File: src/rtl/mem_responder.sv
// Memory-side responder: accepts one load/store at a time, drives a single-port
// word RAM with fixed read latency, and merges byte stores via read-modify-write.
module mem_responder #(
    parameter int ADDR_W = 11,
    parameter int RD_LAT = 2
) (
    input  logic              clk,
    input  logic              rst,
    input  logic              req,
    input  logic              we,
    input  logic              byte_mode,
    input  logic [ADDR_W-1:0] addr,
    input  logic [31:0]       wdata,
    output logic              busy,
    output logic              done,
    output logic              err,
    output logic [31:0]       rdata,
    output logic [ADDR_W-3:0] ram_addr,
    output logic [31:0]       ram_wdata,
    output logic              ram_w_en,
    input  logic [31:0]       ram_rdata
);

    generate
        if (RD_LAT < 1 || RD_LAT > 7) begin : g_bad_lat
            $error("mem_responder: RD_LAT must be in 1..7");
        end
    endgenerate

    localparam logic [2:0] LAST = 3'(RD_LAT - 1);

    typedef enum logic [2:0] {IDLE, RD_WAIT, RMW_RD, WRITE, DONE} state_t;

    state_t            state_q, state_d;
    logic              byte_q, byte_d;
    logic              err_q, err_d;
    logic [ADDR_W-1:0] addr_q, addr_d;
    logic [31:0]       wdata_q, wdata_d;
    logic [31:0]       rdata_q, rdata_d;
    logic [31:0]       merge_q, merge_d;
    logic [2:0]        cnt_q, cnt_d;
    logic [4:0]        lane_lsb;
    logic              misaligned;

    always_comb begin
        state_d    = state_q;
        byte_d     = byte_q;
        err_d      = err_q;
        addr_d     = addr_q;
        wdata_d    = wdata_q;
        rdata_d    = rdata_q;
        merge_d    = merge_q;
        cnt_d      = cnt_q;
        lane_lsb   = {addr_q[1:0], 3'b000};
        misaligned = !byte_mode && (addr[1:0] != 2'b00);
        case (state_q)
            IDLE: begin
                if (req) begin
                    byte_d  = byte_mode;
                    addr_d  = addr;
                    wdata_d = wdata;
                    cnt_d   = 3'd0;
                    err_d   = misaligned;
                    if (misaligned)     state_d = DONE;
                    else if (!we)       state_d = RD_WAIT;
                    else if (byte_mode) state_d = RMW_RD;
                    else                state_d = WRITE;
                end
            end
            RD_WAIT: begin
                cnt_d = cnt_q + 3'd1;
                if (cnt_q == LAST) begin
                    rdata_d = byte_q ? {24'd0, ram_rdata[lane_lsb +: 8]} : ram_rdata;
                    state_d = DONE;
                end
            end
            RMW_RD: begin
                cnt_d = cnt_q + 3'd1;
                if (cnt_q == LAST) begin
                    merge_d = ram_rdata;
                    merge_d[lane_lsb +: 8] = wdata_q[7:0];
                    state_d = WRITE;
                end
            end
            WRITE:   state_d = DONE;
            DONE:    state_d = IDLE;
            default: state_d = IDLE;
        endcase
    end

    // Reset clears state first so ram_w_en drops asynchronously with rst.
    always_ff @(posedge clk or posedge rst) begin
        if (rst) begin
            state_q <= IDLE;
            byte_q  <= 1'b0;
            err_q   <= 1'b0;
            addr_q  <= '0;
            wdata_q <= '0;
            rdata_q <= '0;
            merge_q <= '0;
            cnt_q   <= '0;
        end else begin
            state_q <= state_d;
            byte_q  <= byte_d;
            err_q   <= err_d;
            addr_q  <= addr_d;
            wdata_q <= wdata_d;
            rdata_q <= rdata_d;
            merge_q <= merge_d;
            cnt_q   <= cnt_d;
        end
    end

    assign busy      = (state_q != IDLE);
    assign done      = (state_q == DONE);
    assign err       = (state_q == DONE) && err_q;
    assign ram_w_en  = (state_q == WRITE);
    assign rdata     = rdata_q;
    assign ram_addr  = addr_q[ADDR_W-1:2];
    assign ram_wdata = byte_q ? merge_q : wdata_q;

endmodule

File: config.mk
export PLATFORM = sky130hd
export DESIGN_NAME = mem_responder
export DESIGN_NICKNAME = d
export VERILOG_FILES = /design/src/rtl/mem_responder.sv
export SDC_FILE = /design/constraint.sdc
export NUM_CORES = 1
export LEC_CHECK = 0
export BUFFER_PORTS_ARGS = -buffer_cell sky130_fd_sc_hd__buf_2
export CORE_ASPECT_RATIO = 1.25
export CORE_MARGIN = 2
export CORE_UTILIZATION = 57
export DETAILED_ROUTE_END_ITERATION = 10
export GPL_TIMING_DRIVEN = 0
export HOLD_SLACK_MARGIN = 0.02
export PLACE_DENSITY = 0.86
export SLEW_MARGIN = 10
export SYNTH_ARGS = -nofsm -noshare
export SYNTH_HDL_FRONTEND = slang
export SYNTH_SLANG_ARGS = --single-unit
File: constraint.sdc
create_clock -name clk -period 9.5 [get_ports clk]
set_input_delay 0.475 -clock clk [delete_from_list [all_inputs] [get_ports clk]]
set_output_delay 0.475 -clock clk [all_outputs]
set_load 0.01 [all_outputs]
# Yosys cells after proc, flatten, opt, wreduce, memory -nomap -nowiden
# Index checks and enable logic that the tools add are counted.
op_classes:
  add_sub_neg: 2
  n_eq_ne: 8
  n_shift: 3
  muxes: 12
  reduce_logical: 13
op_table:
  columns: ["op", "count"]
  rows:
  - ["32-bit two-way mux", 2]
  - ["32-bit bitwise mux", 1]
  - ["8-bit by 7-bit variable shift with 32-bit output (first input constant)", 1]
  - ["32-bit by 6-bit indexed part select with 8-bit output", 1]
  - ["8-bit by 7-bit indexed part select with 32-bit output", 1]
  - ["3-bit two-way mux", 5]
  - ["3-bit case mux with 4 select lines", 1]
  - ["2-bit AND reduction", 4]
  - ["5-bit negator with 7-bit output", 1]
  - ["3-bit by 1-bit equality test with 1-bit output (second input constant)", 2]
  - ["3-bit by 2-bit equality test with 1-bit output (second input constant)", 2]
  - ["2-bit != test (second input constant)", 3]
  - ["3-bit case mux with 2 select lines", 1]
  - ["2-bit nonzero test", 2]
  - ["3-bit by 1-bit adder with 3-bit output (second input constant)", 1]
  - ["3-bit equality test (second input constant)", 1]
  - ["3-bit zero test", 1]
  - ["3-bit AND reduction", 1]
  - ["3-bit nonzero test", 1]
  - ["1-bit logical AND", 2]
  - ["2-bit two-way mux", 1]
  - ["2-bit OR reduction", 1]
  - ["1-bit zero test", 1]
  - ["1-bit two-way mux", 1]
totals:
  register_bits: 115
  input_bits: 80

# Longest topological paths before layout
# Gate-level depths: netlist (run 1).
depth:
  word_depth: 5
  depth_mapped: 8
  depth_no_buf: 6

# Least setup slack after synthesis (run 1)
# Ideal clock, no wire load.
synth_path:
  path_type: "reg-to-reg"
  from: "register addr_q[1]"
  to: "register merge_q[10]"
  setup_time_ps: 74
  arrival_ps: 2017
  required_ps: 9426
  path_slack_ps: 7409
  stages_incl_launch_ff: 9
  path_buffers: 3
  period_less_slack_ps: 2091
  cell_sequence: "dfrtp_1 clkbuf_1 inv_1 ha_1 clkbuf_1 nor3b_2 clkbuf_1 a32oi_1 o21ai_2"
synth_between:
  elab_chain_len: 3
synth_lines:
  columns: ["item", "line", "source"]
  rows:
  - ["start, declared", "37", "logic [ADDR_W-1:0] addr_q, addr_d;"]
  - ["start signal, assigned", "106", "addr_q <= addr_d;"]
  - ["5-bit negator with 7-bit output *", "81", "merge_d[lane_lsb +: 8] = wdata_q[7:0];"]
  - ["8-bit by 7-bit indexed part select with 32-bit output or 8-bit by 7-bit variable shift with 32-bit output (tied branches)", "81", null]
  - ["32-bit bitwise mux *", "81", null]
  - ["end signal, assigned", "109", "merge_q <= merge_d;"]
  - ["end, declared", "40", "logic [31:0] merge_q, merge_d;"]
# Mark *: on every way between the ends. The rest lies on a longest branch, timed or not.
# A chain may end at the register's enable or synchronous reset.

# Worst setup path after layout (run 1)
layout_path:
  from: "register byte_q"
  to: "output ram_wdata[27]"
layout_between:
  elab_chain_len: 1
layout_lines:
  columns: ["item", "line", "source"]
  rows:
  - ["start, declared", "35", "logic byte_q, byte_d;"]
  - ["start signal, assigned", "104", "byte_q <= byte_d;"]
  - ["32-bit two-way mux", "120", "assign ram_wdata = byte_q ? merge_q : wdata_q;"]
  - ["end, declared", "19", "output logic [31:0] ram_wdata,"]
# No other way between the ends.

==> summary.md, run 1 <==
| Metric | Value |
|---|---|
| Antenna diode count | `0` |
| Switching power | `between 1000 and 1500 µW` |
| Synthesis Warnings | `0` |
| Crit path max fanout | `10` |
| WL per Instance | `about 18 µm` |
| Via count | `approximately 5300` |
| Seq pwr share | `between 30 and 40%` |
| Setup-failing EPs final | `0` |
| Global route overflow | `0` |
| Vias/cell | `a little under 6` |
| Largest net degree at the start of global routing | `70` |
| Placer Congestion | `0.943` |
| Die Area | `0.0109 mm²` |
| Max cap viols | `0` |
| Synth Cell Area | `around 0.0057 mm²` |
| Static leakage | `between 0.003 and 0.004 µW` |
| DRC violations left | `0` |
| RSZ-0062 raised after global routing | `false` |
| Net Sw Frac | `40.5%` |
| Ports | `157` |
| Worst EP arrival | `2.22 ns` |
| Post-Synthesis Cells | `between 600 and 700` |
| Fin. Hold Viols | `0` |
| CTS clk-pin slew, worst paths | `0.05 ns` |
| Layout cells sized above 1 | `about a third` |
| Sequential element share of the synthesized area | `50.3%` |
| Crit path largest cell delay | `approximately 0.55 ns` |
| Final slew viol count | `0` |
| Final instance area | `0.00726 mm²` |
| Number of fill cells | `about 740` |
| Initial antenna violation count | `0` |
| Crit path kind | `flop to output port` |
| H-tree depth | `4` |
| Clock power frac | `approximately 23%` |
| Post-CTS Repair Setup Buffers | `0` |
| Setup TNS | `0 ns` |
| Post-CTS Resized | `0` |
| Skew-Pair Late Insertion Delay | `0.41 ns` |
| CTS Sinks | `approximately 120` |
| Final Cycle Share | `between 20% and 30%` |
| DRT Wirelength | `between 15 and 20 mm` |
| Gate power share | `a little over two fifths` |
| Top cells by area, synth | `dfrtp_1, nand2_1, mux2_2` |
| Initial Util | `58.9%` |
| Global-route wire length before repair | `~26 mm` |
| Syn nets | `700` |
| Vias in the first global route | `5343` |
| Die width | `between 90 and 100 µm` |
| Power Density | `approximately 370 mW/mm²` |
| Nets | `just under 900` |
| Min Tclk post-route | `approximately 2.7 ns` |
| Hold Buf Count CTS | `0` |
| GR Util All Layers | `about a third` |
| Root buffer cell | `clkbuf_16` |
| FMAX | `roughly 370 MHz` |
| Status | `completed` |
| Slowest-stage cell, CP | `clkbuf_1` |
| Post-Syn Area per Cell | `about 9.3 µm²` |
| Post-synthesis cell type count | `44` |
| Chip height | `about 120 µm` |
| Slew HR | `between 40% and 50%` |
| CTS tree | `built` |
| DP Area | `about 0.0067 mm²` |
| Top-area cell type share of the netlist area | `between 50% and 60%` |
| Port buffer count | `155` |
| Remaining antenna violation count | `0` |
| #FFs+latches synth | `115` |
| DRT iter0 DRCs | `378` |
| Worst path required time | `~9.0 ns` |
| Clock Skew | `0.00699 ns` |
| CP cell instances | `clkbuf_1 > buf_2 > mux2_2 > buf_2` |
| Worst-case clock buffer depth | `2` |
| Core footprint | `0.00971 mm²` |
| Register-to-register setup slack | `roughly 6.9 ns` |
| Slew at the pin closest to its max-slew limit | `about 0.79 ns` |
| Crit path buffers/inverters | `3` |
| # rows | `40` |
| HP Class | `input pin to async pin` |
| Hpwl dp | `12.2 mm` |
| Layout Area Growth over Synthesis | `27.0%` |
| Internal power | `approximately 1600 µW` |
| Biggest area consumer among synthesized cells | `dfrtp_1` |
| Setup crit start kind | `flop` |
| Worst VDD drop | `approximately 0.22 mV` |
| Cell mode on critical path | `buf_2` |
| Crit end category | `output port` |
| CP top delay family | `buffers and inverters` |
| Number of CTS-inserted buffers | `17` |
| Drt first pass iters | `6` |
-- power by group through the flow --
stage	combinational (µW)	sequential, µW	clock [µW]
2_1_floorplan	767	871	0
3_3_place_gp	1120	884	0
3_5_place_dp	1160	896	0
4_1_cts	1180	892	623
5_1_grt	1310	922	650
6_report	1180	898	619
-- logic make-up after synthesis --
family | count (synthesis) | share of synthesized area (%)
and+or+nand+nor | 240 | 17.3
muxes | 33 | 6.47
DFF | 115 | 50.3
AOI/OAI and AO/OA | 142 | 17.6
adders and majority gates | 7 | 1.53
xor gates and xnor gates | 1 | 0.153
buffers and inverters | 75 | 6.65
-- worst paths after layout --
path                              from       endpoint  depth (start not counted)
min                                rst      rdata[13]                          2
min in group clk               addr[4]      addr_q[4]                          3
max                             byte_q  ram_wdata[27]                          4
max reg2reg                  addr_q[1]    merge_q[14]                          8
max in group asynchronous          rst    merge_q[31]                          3
min reg2reg                wdata_q[21]    wdata_q[21]                          2
-- placed cells by master, fill, tap and decap left out, types with 8 or more instances in the layout --
master / count
a21oi_1: 15
o22ai_1: 8
o21ai_2: 28
mux2_2: 32
a32oi_1: 24
inv_1: 20
clkbuf_1: 18
dfrtp_1: 115
buf_4: 10
nor2b_1: 10
clkbuf_16: 17
buf_2: 168
o21ai_0: 30
nand2_1: 205
o31ai_1: 14
-- per-layer routing --
| metal | up-vias | share of wire (%) | GRT usage, % |
|---|---|---|---|
| met5 | - | 0 | 0 |
| met2 | 276 | 50 | 54.5 |
| li1 | 2448 | - | - |
| met3 | 66 | 8.1 | 7.02 |
| met1 | 2557 | 37 | 38.1 |
| met4 | 0 | 4.3 | 16.5 |
-- area by class of cell --
type | count | area (µm²) | area share, %
Buffer | 50 | 287 | 3.94
Clock buffer | 19 | 443 | 6.10
Clock inverter | 13 | 135 | 1.86
Inverter | 25 | 98.8 | 1.36
Multi-Input combinational cell | 423 | 2460 | 33.9
Sequential cell | 115 | 2880 | 39.6
Tap cell | 126 | 158 | 2.17
Timing Repair Buffer | 156 | 803 | 11.1
-- synth_stat cells --
| library cell | n |
|---|---|
| buf_2 | 13 |
| o221ai_1 | 1 |
| o311ai_0 | 1 |
| nor3b_2 | 1 |
| inv_1 | 21 |
| o21ai_0 | 30 |
| a2bb2oi_1 | 1 |
| buf_6 | 6 |
| or3_1 | 1 |
| nor3_1 | 7 |
| nor4_2 | 1 |
| clkinv_1 | 3 |
| xnor2_1 | 1 |
| o31ai_1 | 14 |
| mux2_2 | 32 |
| nor2_1 | 5 |
| a32oi_1 | 24 |
| nand2_1 | 205 |
| buf_1 | 4 |
| a311oi_1 | 7 |
| and2_1 | 1 |
| o22ai_1 | 8 |
| ha_1 | 7 |
| dfrtp_1 | 115 |
| nor3b_1 | 2 |
| nor2b_1 | 10 |
| inv_2 | 1 |
| or4_1 | 1 |
| a21oi_1 | 15 |
| nand2b_1 | 3 |
| a211oi_1 | 1 |
| mux2i_1 | 1 |
| or4b_2 | 1 |
| o21ai_1 | 7 |
| nor4bb_1 | 1 |
| a21boi_0 | 1 |
| buf_4 | 10 |
| a221oi_1 | 1 |
| and3_1 | 1 |
| o21bai_1 | 1 |
| clkbuf_1 | 17 |
| o21ai_2 | 28 |
| a31oi_1 | 1 |
| o32ai_1 | 1 |
-- sequential cells by signal, summed over array words and instances, names as in the netlist --
register  flops
err_q         1
state_q       3
merge_q      32
rdata        32
wdata_q      32
cnt_q         3
byte_q        1
addr_q       11
-- stage by stage --
| stage | util, % | hold WS, ns | std cells | power (µW) | worst slack [ns] |
|---|---|---|---|---|---|
| 2_1_floorplan | - | 0.442 | 613 | 1640 | 5.98 |
| 3_3_place_gp | 68.5 | 0.454 | 894 | 2000 | 4.85 |
| 3_5_place_dp | 68.9 | 0.461 | 895 | 2060 | 6.95 |
| 4_1_cts | 74.8 | 0.0957 | 927 | 2700 | 6.76 |
| 5_1_grt | 74.8 | 0.107 | 927 | 2880 | 6.62 |
| 6_report | 74.8 | 0.0869 | 927 | 2700 | 6.80 |
Power figures use the tool's default switching activity.
==> run 2: changes to the inputs <==
ABC_AREA = 1   (was not set)
CORE_UTILIZATION = 53   (was 57)
PLACE_DENSITY = 0.8   (was 0.86)
clock period = 2.5 ns   (was 9.5 ns; I/O delays follow)
==> summary.md, run 2 <==
| Metric | Value |
|---|---|
| Status | `completed` |
| Antenna diode count | `0` |
| Synthesis Warnings | `0` |
| Most common cell in the netlist | `nand2_1` |
| Top cells by area, synth | `dfrtp_1, nand2_1, nor2_1` |
| CTS clk-pin slew, worst paths | `approximately 0.050 ns` |
| Slowest-stage cell, CP | `dfrtp_1` |
| Placer Congestion | `~0.96` |
| Hpwl dp | `approximately 12 mm` |
| Post-synthesis xor/xnor area fraction | `0.149%` |
| Nets | `approximately 1100` |
| Core footprint | `0.0107 mm²` |
| Highest-count cells in the layout ignoring fill and taps | `nand2_1, buf_2, dfrtp_1` |
| Final Cycle Share | `between 90% and 100%` |
| Initial antenna violation count | `0` |
| Post-Syn Area per Cell | `between 7 and 8 µm²` |
| Crit end category | `flop` |
| Layout Area Growth over Synthesis | `38.6%` |
| Initial Util | `around 55%` |
| Root buffer cell | `clkbuf_16` |
| Post-synth EDFFs | `0` |
| Global-route wire length before repair | `30.0 mm` |
| Chip height | `~120 µm` |
| Ports | `roughly 160` |
| Remaining antenna violation count | `0` |
| Static leakage | `~0.0045 µW` |
| Largest net degree at the start of global routing | `39` |
| Worst Hold Slack | `around 0.019 ns` |
| DRC violations left | `0` |
| Vias/cell | `between 5 and 6` |
| CP cell instances | `clkinvlp_4 > ha_1 > buf_2 > nand3_1 > nor2_1 > o21ai_0 > nand2_1` |
| Synth Area in Adders | `approximately 1.5%` |
| Top-area cell type share of the netlist area | `between 40% and 50%` |
| Area of the multi-input gates | `0.00254 mm²` |
| RSZ-0062 raised after global routing | `false` |
| Skew-Pair Late Insertion Delay | `0.42 ns` |
| # rows | `42` |
| Post-synth top cells | `nand2_1, dfrtp_1, nor2_1` |
| CTS tree | `built` |
| Number of fill cells | `776` |
| Main combinational cell family by area after synthesis | `simple AND/OR/NAND/NOR gates` |
| Vias in the first global route | `~6300` |
| Area fraction in compound gates after synthesis | `about 6.3%` |
| Post-synthesis cell type count | `27` |
| DRT Wirelength | `~19 mm` |
| Post-Synthesis Cells | `about 810` |
| #FFs+latches synth | `~120` |
| Post-CTS Repair Setup Buffers | `0` |
| GR Util All Layers | `between 30% and 40%` |
| Max cap viols | `0` |
| Slew HR | `between 50 and 60%` |
| Setup-failing EPs final | `0` |
| Biggest area consumer among synthesized cells | `dfrtp_1` |
| Via count | `6148` |
| Pwr Total | `between 10000 and 15000 µW` |
| Crit path kind | `flop to flop` |
| Worst EP arrival | `2.58 ns` |
| Setup crit start kind | `flop` |
| Final instance area | `0.00813 mm²` |
| Most common cell after layout, fill and taps aside | `nand2_1` |
| Die Area | `approximately 0.012 mm²` |
| Port buffer count | `156` |
| Worst-case clock buffer depth | `2` |
| Power Density | `between 1000 and 1500 mW/mm²` |
| Fin. Hold Viols | `0` |
| Die width | `98.1 µm` |
| FMAX | `436 MHz` |
| Sequential element share of the synthesized area | `around 50%` |
| WL per Instance | `15.5 µm` |
| Global route overflow | `0` |
| Syn nets | `approximately 900` |
| Min Tclk post-route | `roughly 2.3 ns` |
| H-tree depth | `4` |
| CTS Sinks | `115` |
| Async set-reset flop share out of synthesis | `100%` |
| Synth Area in Simple Gates | `35.4%` |
| Layout cells sized above 1 | `22.8%` |
| DRT iter0 DRCs | `between 400 and 500` |
| Worst VDD drop | `~0.73 mV` |
| Clock Skew | `approximately 0.012 ns` |
| Setup TNS | `0 ns` |
| Primary FF master, synth | `dfrtp_1` |
| Worst path required time | `between 2 and 3 ns` |
| Post-synthesis mux area share | `0%` |
| Synth Cell Area | `around 0.0059 mm²` |
| Slew at the pin closest to its max-slew limit | `just over 0.7 ns` |
| Reg area | `about 0.0029 mm²` |
| Crit path max fanout | `12` |
| Drt first pass iters | `5` |
| HP Class | `input pin to flop` |
| Worst slack at placement | `~0.19 ns` |
| Number of CTS-inserted buffers | `17` |
| DP Area | `roughly 0.0069 mm²` |
| Final worst setup slack | `about 0.21 ns` |
| Crit path largest cell delay | `between 0.4 and 0.5 ns` |
| Final slew viol count | `0` |
-- run 2: final timing paths --
kind                                     from     endpoint  slack [ns]  cells past startpoint
worst max-delay path                addr_q[1]  merge_q[13]        0.21                      7
worst min-delay path            ram_rdata[16]    rdata[16]        0.02                      3
worst max register to register      addr_q[1]  merge_q[13]        0.21                      7
worst min register to register    wdata_q[18]  wdata_q[18]        0.47                      2
max in group asynchronous                 rst   merge_q[0]        1.54                      5
min in group asynchronous                 rst  wdata_q[29]        0.24                      3
-- run 2: worst max-delay path: cells and delay by family (launching register included) --
kind | cells | cell delay, ns
flops | 1 | 0.49
compound gates | 1 | 0.35
simple gates | 3 | 0.48
buf+inv | 2 | 0.49
fa+ha+maj | 1 | 0.35
-- run 2: through the flow --
| step | util [%] | cells |
|---|---|---|
| after global placement | 63.9 | 1097 |
| after floorplan | - | 809 |
| final | 76.2 | 1195 |
| after CTS | 76.2 | 1195 |
| after global routing | 76.2 | 1195 |
| after detailed placement | 64.5 | 1100 |
-- run 2: repair_timing --
action,4_1_cts,5_1_grt
endpoints found under the hold margin,143,0
endpoints found under the setup margin,0,5
hold buffers,64,0
gates resized for setup,0,2
-- run 2: cell type report --
class / instances / share of cell area (%)
flip-flops and latches: 115 / 35.4
repair buffers: 223 / 18.2
plain buffers: 48 / 3.54
clock buffers: 22 / 5.95
clock inverters: 9 / 1.57
multi-input cells: 603 / 31.2
inverters: 43 / 2.08
well taps: 132 / 2.03
-- run 2: per-layer routing --
layer	share of wire, %	vias up	global-route usage, %
li1	-	2973	-
met1	40	2876	38.6
met2	51	238	55.4
met3	5.5	61	6.48
met4	3.4	0	15.2
met5	0	-	0
-- run 2: power by group --
group | switching, µW | total (µW) | internal, µW
clock | 865 | 2520 | 1660
sequential | 574 | 3340 | 2770
combinational | 2890 | 4630 | 1740
total | 4330 | 10500 | 6170
-- run 2: kinds of logic (layout without fill, tap and decap cells) --
group                      Yosys count  after routing
adders and majority gates            7              7
buffers and inverters               91            345
and+or+nand+nor                    522            522
DFF                                115            115
AOI/OAI and AO/OA                   73             73
xor gates and xnor gates             1              1
